[src/rtl/my_or.sv]
// Bitwise OR element with a combinational result plus registered copy,
// sticky per-bit accumulator and saturating count of nonzero cycles.
module my_or #(
    parameter int WIDTH = 1,
    parameter int CNT_W = 8,
    localparam int ONES_W = ($clog2(WIDTH + 1) < 1) ? 1 : $clog2(WIDTH + 1)
) (
    input  logic              clk,
    input  logic              rst,
    input  logic [WIDTH-1:0]  in1,
    input  logic [WIDTH-1:0]  in2,
    input  logic              clr,
    output logic [WIDTH-1:0]  out,
    output logic              any,
    output logic [ONES_W-1:0] ones,
    output logic [WIDTH-1:0]  out_q,
    output logic [WIDTH-1:0]  sticky,
    output logic [CNT_W-1:0]  hit_cnt
);

    function automatic logic [ONES_W-1:0] popcount(input logic [WIDTH-1:0] v);
        logic [ONES_W-1:0] acc;
        acc = {ONES_W{1'b0}};
        for (int i = 0; i < WIDTH; i++) begin
            acc = acc + ONES_W'(v[i]);
        end
        return acc;
    endfunction

    // The combinational path is independent of clk/rst/clr so it works with the clock stopped.
    assign out  = in1 | in2;
    assign any  = |out;
    assign ones = popcount(out);

    // Shadow register, sticky accumulator and saturating hit counter; rst beats clr beats a hit.
    always_ff @(posedge clk) begin
        if (rst) begin
            out_q   <= {WIDTH{1'b0}};
            sticky  <= {WIDTH{1'b0}};
            hit_cnt <= {CNT_W{1'b0}};
        end else if (clr) begin
            out_q   <= out;
            sticky  <= {WIDTH{1'b0}};
            hit_cnt <= {CNT_W{1'b0}};
        end else begin
            out_q  <= out;
            sticky <= sticky | out;
            if (any && (hit_cnt != {CNT_W{1'b1}})) begin
                hit_cnt <= hit_cnt + {{(CNT_W-1){1'b0}}, 1'b1};
            end else begin
                hit_cnt <= hit_cnt;
            end
        end
    end

endmodule

[config.mk]
export PLATFORM = sky130hd
export DESIGN_NAME = my_or
export DESIGN_NICKNAME = d
export VERILOG_FILES = /design/src/rtl/my_or.sv
export SDC_FILE = /design/constraint.sdc
export NUM_CORES = 1
export LEC_CHECK = 0
export ABC_AREA = 0
export BUFFER_PORTS_ARGS = -buffer_cell sky130_fd_sc_hd__buf_2
export CORE_AREA = 2 2 39 41
export CTS_BUF_LIST = sky130_fd_sc_hd__clkbuf_8
export DETAILED_ROUTE_END_ITERATION = 8
export DIE_AREA = 0 0 41 43
export HOLD_SLACK_MARGIN = 0.02
export SLEW_MARGIN = 20
export SYNTH_ARGS = -nofsm -noshare
export SYNTH_HDL_FRONTEND = slang
export SYNTH_SLANG_ARGS = --single-unit
[constraint.sdc]
create_clock -name clk -period 1.6 [get_ports clk]
set_clock_uncertainty 0.05 [all_clocks]
set_input_delay 0.24 -clock clk [delete_from_list [all_inputs] [get_ports clk]]
set_output_delay 0.24 -clock clk [all_outputs]
set_load 0.05 [all_outputs]
==> impl_metrics.json, run 1 <==
{
  "dpl_worst_slack_ps": 144,
  "clockBufferDepth": 2,
  "drtAntennaViolNets": 0,
  "clkTransAtPathRegs_ps": 50,
  "routedWlPerCell_um": 12.9,
  "firstDrtPassIters": 4,
  "diodes": 0,
  "cts_resized": 0,
  "antenna_found_initial": 0,
  "syn_area_per_cell_um2": 8.96,
  "drv_slew": 0,
  "post-dp-hpwl_um": 812,
  "final_nets": 83,
  "max_slew.worst_pin.slew_ps": 329,
  "cp.required_ps": 1710,
  "hold_path_class": "in -> reg",
  "clock-root-buffer": "clkbuf_8",
  "grt_use_total_pct": 15.9,
  "drive_gt1_share_pct": 35.5,
  "cp_max_fo": 6,
  "clkLatencyLatePin_ps": 230,
  "via_per_inst": 5.37,
  "wl_um": 1180,
  "cts_buffers": 3,
  "outcome": "complete, no violations",
  "maxCapViolations": 0,
  "dieWidth_um": 41,
  "timing.fmax_mhz": 665,
  "hold_violations": 0,
  "synth_top_cell_area_share_pct": 39.9,
  "p_switching_uw": 157,
  "port_buffers": 17,
  "final.setup.tns_ps": 0,
  "grt_pass1_vias": 423,
  "die_h_um": 43,
  "ys_seq_area_share_pct": 39.9,
  "dieArea_um2": 1760,
  "power_frac_comb_pct": 11.5,
  "place_congestion": 0.835,
  "synth_area_um2": 502,
  "rsz0062_at_grt": "no",
  "cts_tree": "done",
  "synth_warnings": 0,
  "num_io_pins": 18,
  "initial_core_util_pct": 36.3,
  "fin_crit_sh_pct": 94.0,
  "seqPwrFrac_pct": 40.1,
  "synth_nets": 62,
  "pwr-share-clk_pct": 48.5,
  "fin_crit_ps": 1500,
  "h-tree-depth": 1,
  "intPower_uw": 491,
  "grt_max_degree": 10,
  "syn_inst": 56,
  "synth.distinct_cells": 24,
  "cts_num_sinks": 10,
  "grt_pass1_wl_um": 1850,
  "drc_errors": 0,
  "ys_top_cells_by_area": "dfxtp_1 (40%), mux2i_1 (8.0%), a21oi_1 (4.0%), and3_1 (3.7%), nand2_1 (3.7%)",
  "netSwitchingFraction_pct": 24.2,
  "syn_to_final_growth_pct": 30.9,
  "vias": 494,
  "core-area_um2": 1380,
  "rr_startpoint": "hit_cnt[0]$_SDFFE_PP0P_",
  "critPathArrivalTime_ps": 1620,
  "cts_hold_buf": 0,
  "worst_setup_path_start_kind": "flip-flop",
  "relSlewSlack_pct": 77.9,
  "finalSetupViolCount": 0,
  "leakage_uw": 0.000303,
  "num_rows": 14,
  "min_from": "clr",
  "layout_setup_ws_ps": 96.0,
  "powerDensity_nw_per_um2": 986,
  "drt_iter0_markers": 12,
  "worstHoldEndpoint": "hit_cnt[5]$_SDFFE_PP0P_",
  "overflow": 0,
  "holdPathStages": 2,
  "crit_path_end_kind": "flip-flop",
  "worst-setup-path-type": "reg -> reg",
  "ys_ff_latch": 10,
  "r2r-end": "hit_cnt[3]$_SDFFE_PP0P_",
  "post_cts_buffers": 0,
  "vdd_drop_max_mv": 0.440,
  "reg2reg_slack_ps": 100,
  "yosysTopAreaCell": "dfxtp_1",
  "final_cell_mix": "buf_2 (17), dfxtp_1 (8), nand2_1 (5)",
  "r2r.worst_path.cells": 4,
  "final_common_cell": "buf_2"
}
[worst max path at each step]
stage	to	start	depth (start not counted)	slack, ps
2_1_floorplan	hit_cnt[5]$_SDFFE_PP0P_	hit_cnt[2]$_SDFFE_PP0P_	3	1
3_3_place_gp	hit_cnt[3]$_SDFFE_PP0P_	hit_cnt[0]$_SDFFE_PP0P_	4	180
3_5_place_dp	hit_cnt[3]$_SDFFE_PP0P_	hit_cnt[0]$_SDFFE_PP0P_	4	140
4_1_cts	hit_cnt[3]$_SDFFE_PP0P_	hit_cnt[0]$_SDFFE_PP0P_	4	90
5_1_grt	hit_cnt[3]$_SDFFE_PP0P_	hit_cnt[0]$_SDFFE_PP0P_	4	30
6_report	hit_cnt[3]$_SDFFE_PP0P_	hit_cnt[0]$_SDFFE_PP0P_	4	100
[stage by stage]
| stage | std cells | instance area, µm² | power [µW] | util [%] | hold WS, ps |
|---|---|---|---|---|---|
| after detailed placement | 88 | 602 | 339 | 43.5 | 400 |
| after floorplan | 56 | 504 | 318 | - | 259 |
| after global placement | 88 | 602 | 339 | 43.5 | 392 |
| after global routing | 92 | 657 | 680 | 47.5 | 173 |
| after CTS | 92 | 657 | 656 | 47.5 | 169 |
| final | 92 | 657 | 648 | 47.5 | 173 |
[power by group through the flow]
stage | Sequential [µW] | Combinational, µW | Clock, µW
global placement | 264 | 75.0 | 0
global route | 260 | 80.0 | 340
CTS | 260 | 75.0 | 321
floorplan | 284 | 34.5 | 0
detailed placement | 264 | 74.7 | 0
finish | 260 | 74.4 | 314
[cell usage after synthesis, drive strengths merged]
cell     instances
a31oi            1
ha               1
o211a            1
mux2i            4
a211oi           1
a41o             1
o21a             1
and3             4
inv              3
nand4            2
a21oi            4
nor2             4
dfxtp           10
nand3            2
nand2            5
and4             1
o2111ai          1
a2111oi          1
o31ai            1
or3              3
o21ai            2
o41ai            1
buf              2
[layer usage]
| layer | part of all wire (%) | global-route usage, % | up-vias |
|---|---|---|---|
| li1 | - | - | 251 |
| met2 | 49 | 23.4 | 13 |
| met1 | 46 | 19.2 | 230 |
| met5 | 0 | 0 | - |
| met4 | 0 | 10.0 | 0 |
| met3 | 4.9 | 4.71 | 0 |
[state kept, by name, summed over array words and instances, names as in the netlist]
register	cells
hit_cnt	8
out_q	1
sticky	1
[logic make-up (layout without fill, tap and decap cells)]
group,count (synthesis),after routing,synth area share (%)
AND/OR/NAND/NOR,21,21,21.9
AO/OA/AOI/OAI,15,15,22.4
flip-flops,10,10,39.9
buffers and inverters,5,25,5.24
multiplexers,4,4,7.98
adder cells (fa/ha/maj),1,1,2.49
[cell type report]
cell class / instances / area [µm²]
inverters: 3 / 11.3
repair buffers: 18 / 92.6
well taps: 16 / 20.0
multi-input cells: 41 / 275
clock buffers: 4 / 55.1
fillers: 160 / 727
flip-flops and latches: 10 / 203
[critical path, stage by stage, from the launching register on]
cell,delay [ps]
dfxtp_2,330
ha_1,240
and4_1,260
a211oi_1,320
mux2i_1,220
No activity file was read; power rests on OpenSTA's default activity.
==> inputs of run 2 (changes only) <==
--- a/config.mk
+++ b/config.mk
@@ -7,11 +7,15 @@
 export LEC_CHECK = 0
 export ABC_AREA = 0
 export BUFFER_PORTS_ARGS = -buffer_cell sky130_fd_sc_hd__buf_2
-export CORE_AREA = 2 2 39 41
+export CELL_PAD_IN_SITES_DETAIL_PLACEMENT = 1
+export CELL_PAD_IN_SITES_GLOBAL_PLACEMENT = 1
+export CORE_MARGIN = 2
+export CORE_UTILIZATION = 35
 export CTS_BUF_LIST = sky130_fd_sc_hd__clkbuf_8
 export DETAILED_ROUTE_END_ITERATION = 8
-export DIE_AREA = 0 0 41 43
 export HOLD_SLACK_MARGIN = 0.02
+export PLACE_DENSITY_LB_ADDON = 0.1
+export SKIP_LAST_GASP = 1
 export SLEW_MARGIN = 20
 export SYNTH_ARGS = -nofsm -noshare
 export SYNTH_HDL_FRONTEND = slang
==> impl_metrics.json, run 2 (same netlist as run 1, synthesis figures left out) <==
{
  "grt_pass1_wl_um": 2260,
  "final_common_cell": "buf_2",
  "die_h_um": 41.9,
  "finalSetupViolCount": 0,
  "post_cts_buffers": 0,
  "post-dp-hpwl_um": 996,
  "crit_buf_inv": 0,
  "powerDensity_nw_per_um2": 985,
  "max_slew.worst_pin.slew_ps": 377,
  "num_io_pins": 18,
  "initial_core_util_pct": 38.1,
  "core-area_um2": 1320,
  "cts_resized": 0,
  "port_buffers": 17,
  "drt_iter0_markers": 11,
  "fin_crit_sh_pct": 90.9,
  "wl_um": 1310,
  "drive_gt1_share_pct": 36.4,
  "vias": 522,
  "relSlewSlack_pct": 74.8,
  "dieWidth_um": 41.9,
  "cp.required_ps": 1710,
  "critPathArrivalTime_ps": 1560,
  "rsz0062_at_grt": "no",
  "cp_top_family": "flip-flops",
  "h-tree-depth": 1,
  "final.setup.tns_ps": 0,
  "cts_buffers": 3,
  "grt_use_total_pct": 17.4,
  "cp_max_fo": 6,
  "crit_path_end_kind": "flip-flop",
  "fin_crit_ps": 1450,
  "top_regs": "hit_cnt (8), out_q (1), sticky (1)",
  "grt_pass1_vias": 509,
  "clock-root-buffer": "clkbuf_8",
  "clkTransAtPathRegs_ps": 50,
  "maxCapViolations": 0,
  "place_congestion": 0.774,
  "antenna_found_initial": 0,
  "outcome": "complete, no violations",
  "dpl_worst_slack_ps": 154,
  "overflow": 0,
  "dieArea_um2": 1750,
  "cts_num_sinks": 10,
  "hold_violations": 0,
  "routedWlPerCell_um": 14.2,
  "cp_slowest_stage_delay_ps": 340,
  "timing.fmax_mhz": 688,
  "final_nets": 84,
  "slowest_stage": "dfxtp_2",
  "grt_max_degree": 9,
  "syn_to_final_growth_pct": 32.2,
  "clockBufferDepth": 2,
  "hold_path_class": "in -> reg",
  "clkLatencyLatePin_ps": 240,
  "num_rows": 13,
  "cts_hold_buf": 0,
  "drv_slew": 0,
  "vdd_drop_max_mv": 0.918,
  "firstDrtPassIters": 4,
  "layout_setup_ws_ps": 146,
  "cts_tree": "done",
  "worst_setup_path_start_kind": "flip-flop",
  "regMostFlops": "hit_cnt",
  "leakage_uw": 0.000308,
  "final_cell_mix": "buf_2 (17), dfxtp_1 (8), nand2_1 (5)",
  "drtAntennaViolNets": 0,
  "drc_errors": 0,
  "largest_register_ffs": 8,
  "worst-setup-path-type": "reg -> reg",
  "crit_chain": "ha_1 -> and4_1 -> a21oi_1 -> mux2i_1",
  "via_per_inst": 5.67,
  "diodes": 0
}
## run 2: cell count changes in the layout (fill, tap and decap cells not counted), sizes merged
| cell | previous run | this run |
|---|---|---|
| buf | 18 | 19 |
## run 2: worst paths after layout
check,start,endpoint,slack [ps],cells past startpoint
max,hit_cnt[0]$_SDFFE_PP0P_,hit_cnt[1]$_SDFFE_PP0P_,150,4
min,clr,hit_cnt[5]$_SDFFE_PP0P_,170,2
max reg2reg,hit_cnt[0]$_SDFFE_PP0P_,hit_cnt[1]$_SDFFE_PP0P_,150,4
min reg2reg,sticky$_SDFF_PP0_,sticky$_SDFF_PP0_,420,1
## run 2: layout make-up
type,count,area (µm²)
clock buffer,4,55.1
fill,171,654
inverter,3,11.3
multi-input combinational,41,275
sequential,10,203
tap,15,18.8
timing repair buffer,19,100
## run 2: stage by stage
step | instances | hold WS (ps) | total power, µW | area [µm²] | util (%)
4_1_cts | 92 | 164 | 665 | 663 | 50.3
2_1_floorplan | 56 | 259 | 318 | 504 | -
6_report | 92 | 168 | 653 | 663 | 50.3
3_5_place_dp | 88 | 419 | 342 | 608 | 46.2
5_1_grt | 92 | 180 | 680 | 663 | 50.3
3_3_place_gp | 88 | 394 | 341 | 608 | 46.2
## run 2: power by group
| group | switching, µW | leakage (µW) | internal (µW) |
|---|---|---|---|
| combinational | 56.7 | 0.000197 | 21.2 |
| clock | 99.1 | 0.0000288 | 216 |
| sequential | 3.94 | 0.0000822 | 256 |
## run 2: metal layers
| metal | wire length, µm | track usage, % | part of all wire [%] | vias to the layer above |
|---|---|---|---|---|
| li1 | - | - | - | 254 |
| met1 | 555 | 18.7 | 42 | 245 |
| met2 | 640 | 29.7 | 49 | 21 |
| met3 | 100 | 8.26 | 7.6 | 2 |
| met4 | 13 | 5.81 | 0.99 | 0 |
| met5 | 0 | 0 | 0 | - |
==> inputs of run 3 (changes only) <==
--- a/config.mk
+++ b/config.mk
@@ -7,11 +7,12 @@
 export LEC_CHECK = 0
 export ABC_AREA = 0
 export BUFFER_PORTS_ARGS = -buffer_cell sky130_fd_sc_hd__buf_2
-export CELL_PAD_IN_SITES_DETAIL_PLACEMENT = 1
+export CELL_PAD_IN_SITES_DETAIL_PLACEMENT = 0
 export CELL_PAD_IN_SITES_GLOBAL_PLACEMENT = 1
 export CORE_MARGIN = 2
 export CORE_UTILIZATION = 35
 export CTS_BUF_LIST = sky130_fd_sc_hd__clkbuf_8
+export CTS_CLUSTER_DIAMETER = 40
 export DETAILED_ROUTE_END_ITERATION = 8
 export HOLD_SLACK_MARGIN = 0.02
 export PLACE_DENSITY_LB_ADDON = 0.1
==> constraint.sdc (replaced) <==
create_clock -name clk -period 1.35 [get_ports clk]
set_clock_uncertainty 0.05 [all_clocks]
set_input_delay 0.2025 -clock clk [delete_from_list [all_inputs] [get_ports clk]]
set_output_delay 0.2025 -clock clk [all_outputs]
set_load 0.05 [all_outputs]
==> impl_metrics.json, run 3 (same netlist as run 1, synthesis figures left out) <==
{
  "outcome": "finished with violations",
  "violations": "negative setup slack",
  "cp.required_ps": 1420,
  "dieArea_um2": 1750,
  "worstHoldEndpoint": "hit_cnt[5]$_SDFFE_PP0P_",
  "fin_crit_sh_pct": 101,
  "dieWidth_um": 41.9,
  "vias": 533,
  "clock-root-buffer": "clkbuf_8",
  "critPathArrivalTime_ps": 1440,
  "layout_setup_ws_ps": -15.4,
  "reg2reg_slack_ps": -20,
  "top_regs": "hit_cnt (8), out_q (1), sticky (1)",
  "syn_to_final_growth_pct": 42.1,
  "final_common_cell": "buf_2",
  "worst-setup-path-type": "reg -> reg",
  "diodes": 0,
  "max_slew.worst_pin.slew_ps": 268,
  "stdcell_area_um2": 713,
  "drive_gt1_share_pct": 48.7,
  "min_from": "clr",
  "cp-startpoint": "hit_cnt[0]$_SDFFE_PP0P_",
  "h-tree-depth": 1,
  "cts_buffers": 3,
  "powerDensity_nw_per_um2": 995,
  "cts_tree": "done",
  "cts_num_sinks": 10,
  "wl_um": 1260,
  "regMostFlops": "hit_cnt",
  "cp_slowest_stage_delay_ps": 360,
  "p_total_uw": 710,
  "port_buffers": 17,
  "leakage_uw": 0.000313,
  "r2r-end": "hit_cnt[5]$_SDFFE_PP0P_",
  "crit_path_end_kind": "flip-flop",
  "final_cell_mix": "buf_2 (17), dfxtp_2 (6), nand2_1 (5)",
  "slowest_stage": "dfxtp_4",
  "core-area_um2": 1320,
  "via_per_inst": 5.73,
  "hold_path_class": "in -> reg",
  "hold_violations": 0,
  "drc_errors": 0,
  "final_nets": 86,
  "grt_pass1_wl_um": 2040,
  "clkTransAtPathRegs_ps": 50,
  "finalSetupViolCount": 1,
  "met3WireLength_um": 77,
  "rr_startpoint": "hit_cnt[0]$_SDFFE_PP0P_",
  "rsz0062_at_grt": "yes",
  "clkLatencyLatePin_ps": 230,
  "fin_crit_ps": 1370,
  "relSlewSlack_pct": 81.9,
  "drtAntennaViolNets": 0,
  "fillers": 129,
  "postPlaceCellArea_um2": 643,
  "highest_layer": "met4",
  "routedWlPerCell_um": 13.5,
  "cp_max_fo": 5,
  "timing.fmax_mhz": 732,
  "largest_register_ffs": 8,
  "worst_setup_path_start_kind": "flip-flop",
  "clockBufferDepth": 2,
  "grt_pass1_vias": 462,
  "firstDrtPassIters": 5,
  "maxCapViolations": 0,
  "r2r.worst_path.cells": 4,
  "drv_slew": 0,
  "num_io_pins": 18,
  "grt_use_total_pct": 15.4,
  "overflow": 0,
  "drt_iter0_markers": 21,
  "route.met2.wl_um": 584,
  "vdd_drop_max_mv": 0.560,
  "num_rows": 13,
  "grt_max_degree": 10,
  "holdPathStages": 2,
  "post-dp-hpwl_um": 894,
  "antenna_found_initial": 0,
  "initial_core_util_pct": 38.1,
  "crit_chain": "ha_4 -> and4_4 -> nand3_2 -> a2111oi_4",
  "wl_met1_um": 579,
  "die_h_um": 41.9,
  "place_congestion": 0.741
}
run 3: layout make-up:
type                            count  area (µm²)  area share (%)
Clock buffer                        3        41.3            5.79
Inverter                            3        11.3            1.58
Multi-Input combinational cell     41         312            43.7
Sequential cell                    10         215            30.2
Tap cell                           15        18.8            2.63
Timing Repair Buffer               21         115            16.1
run 3: power breakdown:
part | total, µW | internal, µW | switching (µW) | leakage [µW]
clock network | 307 | 195 | 112 | 0.0000216
logic | 98.2 | 28.9 | 69.3 | 0.000205
registers | 305 | 301 | 4.42 | 0.0000859
total | 710 | 524 | 185 | 0.000313
run 3: repair_timing:
| action | in CTS | in global routing |
|---|---|---|
| setup buffers | 0 | 1 |
| endpoints found under the setup margin | 0 | 4 |
| resized for setup | 0 | 3 |
| hold buffers | 0 | 0 |
run 3: metal layers:
metal	vias up	GRT usage [%]
li1	258	-
met1	242	19.5
met5	-	0
met2	29	23.1
met3	4	3.91
met4	0	9.68
run 3: through the flow:
step | hold WS, ps | util [%] | setup WS (ps) | instances | setup TNS (ps)
5_1_grt | 156 | 54.1 | -84.3 | 93 | -160
3_3_place_gp | 380 | 48.8 | 56.0 | 89 | 0
2_1_floorplan | 214 | - | -32.7 | 56 | -32.7
3_5_place_dp | 386 | 48.8 | 34.2 | 89 | 0
4_1_cts | 143 | 51.9 | 25.0 | 92 | 0
6_report | 151 | 54.1 | -15.4 | 93 | -15.4
run 3: worst max path at each step:
stage	slack [ps]	endpoint	depth (start not counted)
6_report	-20	hit_cnt[5]$_SDFFE_PP0P_	4
5_1_grt	-80	hit_cnt[5]$_SDFFE_PP0P_	4
4_1_cts	30	hit_cnt[5]$_SDFFE_PP0P_	4
3_3_place_gp	60	hit_cnt[5]$_SDFFE_PP0P_	4
3_5_place_dp	30	hit_cnt[5]$_SDFFE_PP0P_	4
2_1_floorplan	-30	hit_cnt[5]$_SDFFE_PP0P_	4
run 3: worst max-delay path, delay by kind of cell, from the launching register on:
kind	cells	cell delay [ps]
compound gates	1	350
fa+ha+maj	1	130
flops	1	360
simple gates	2	360
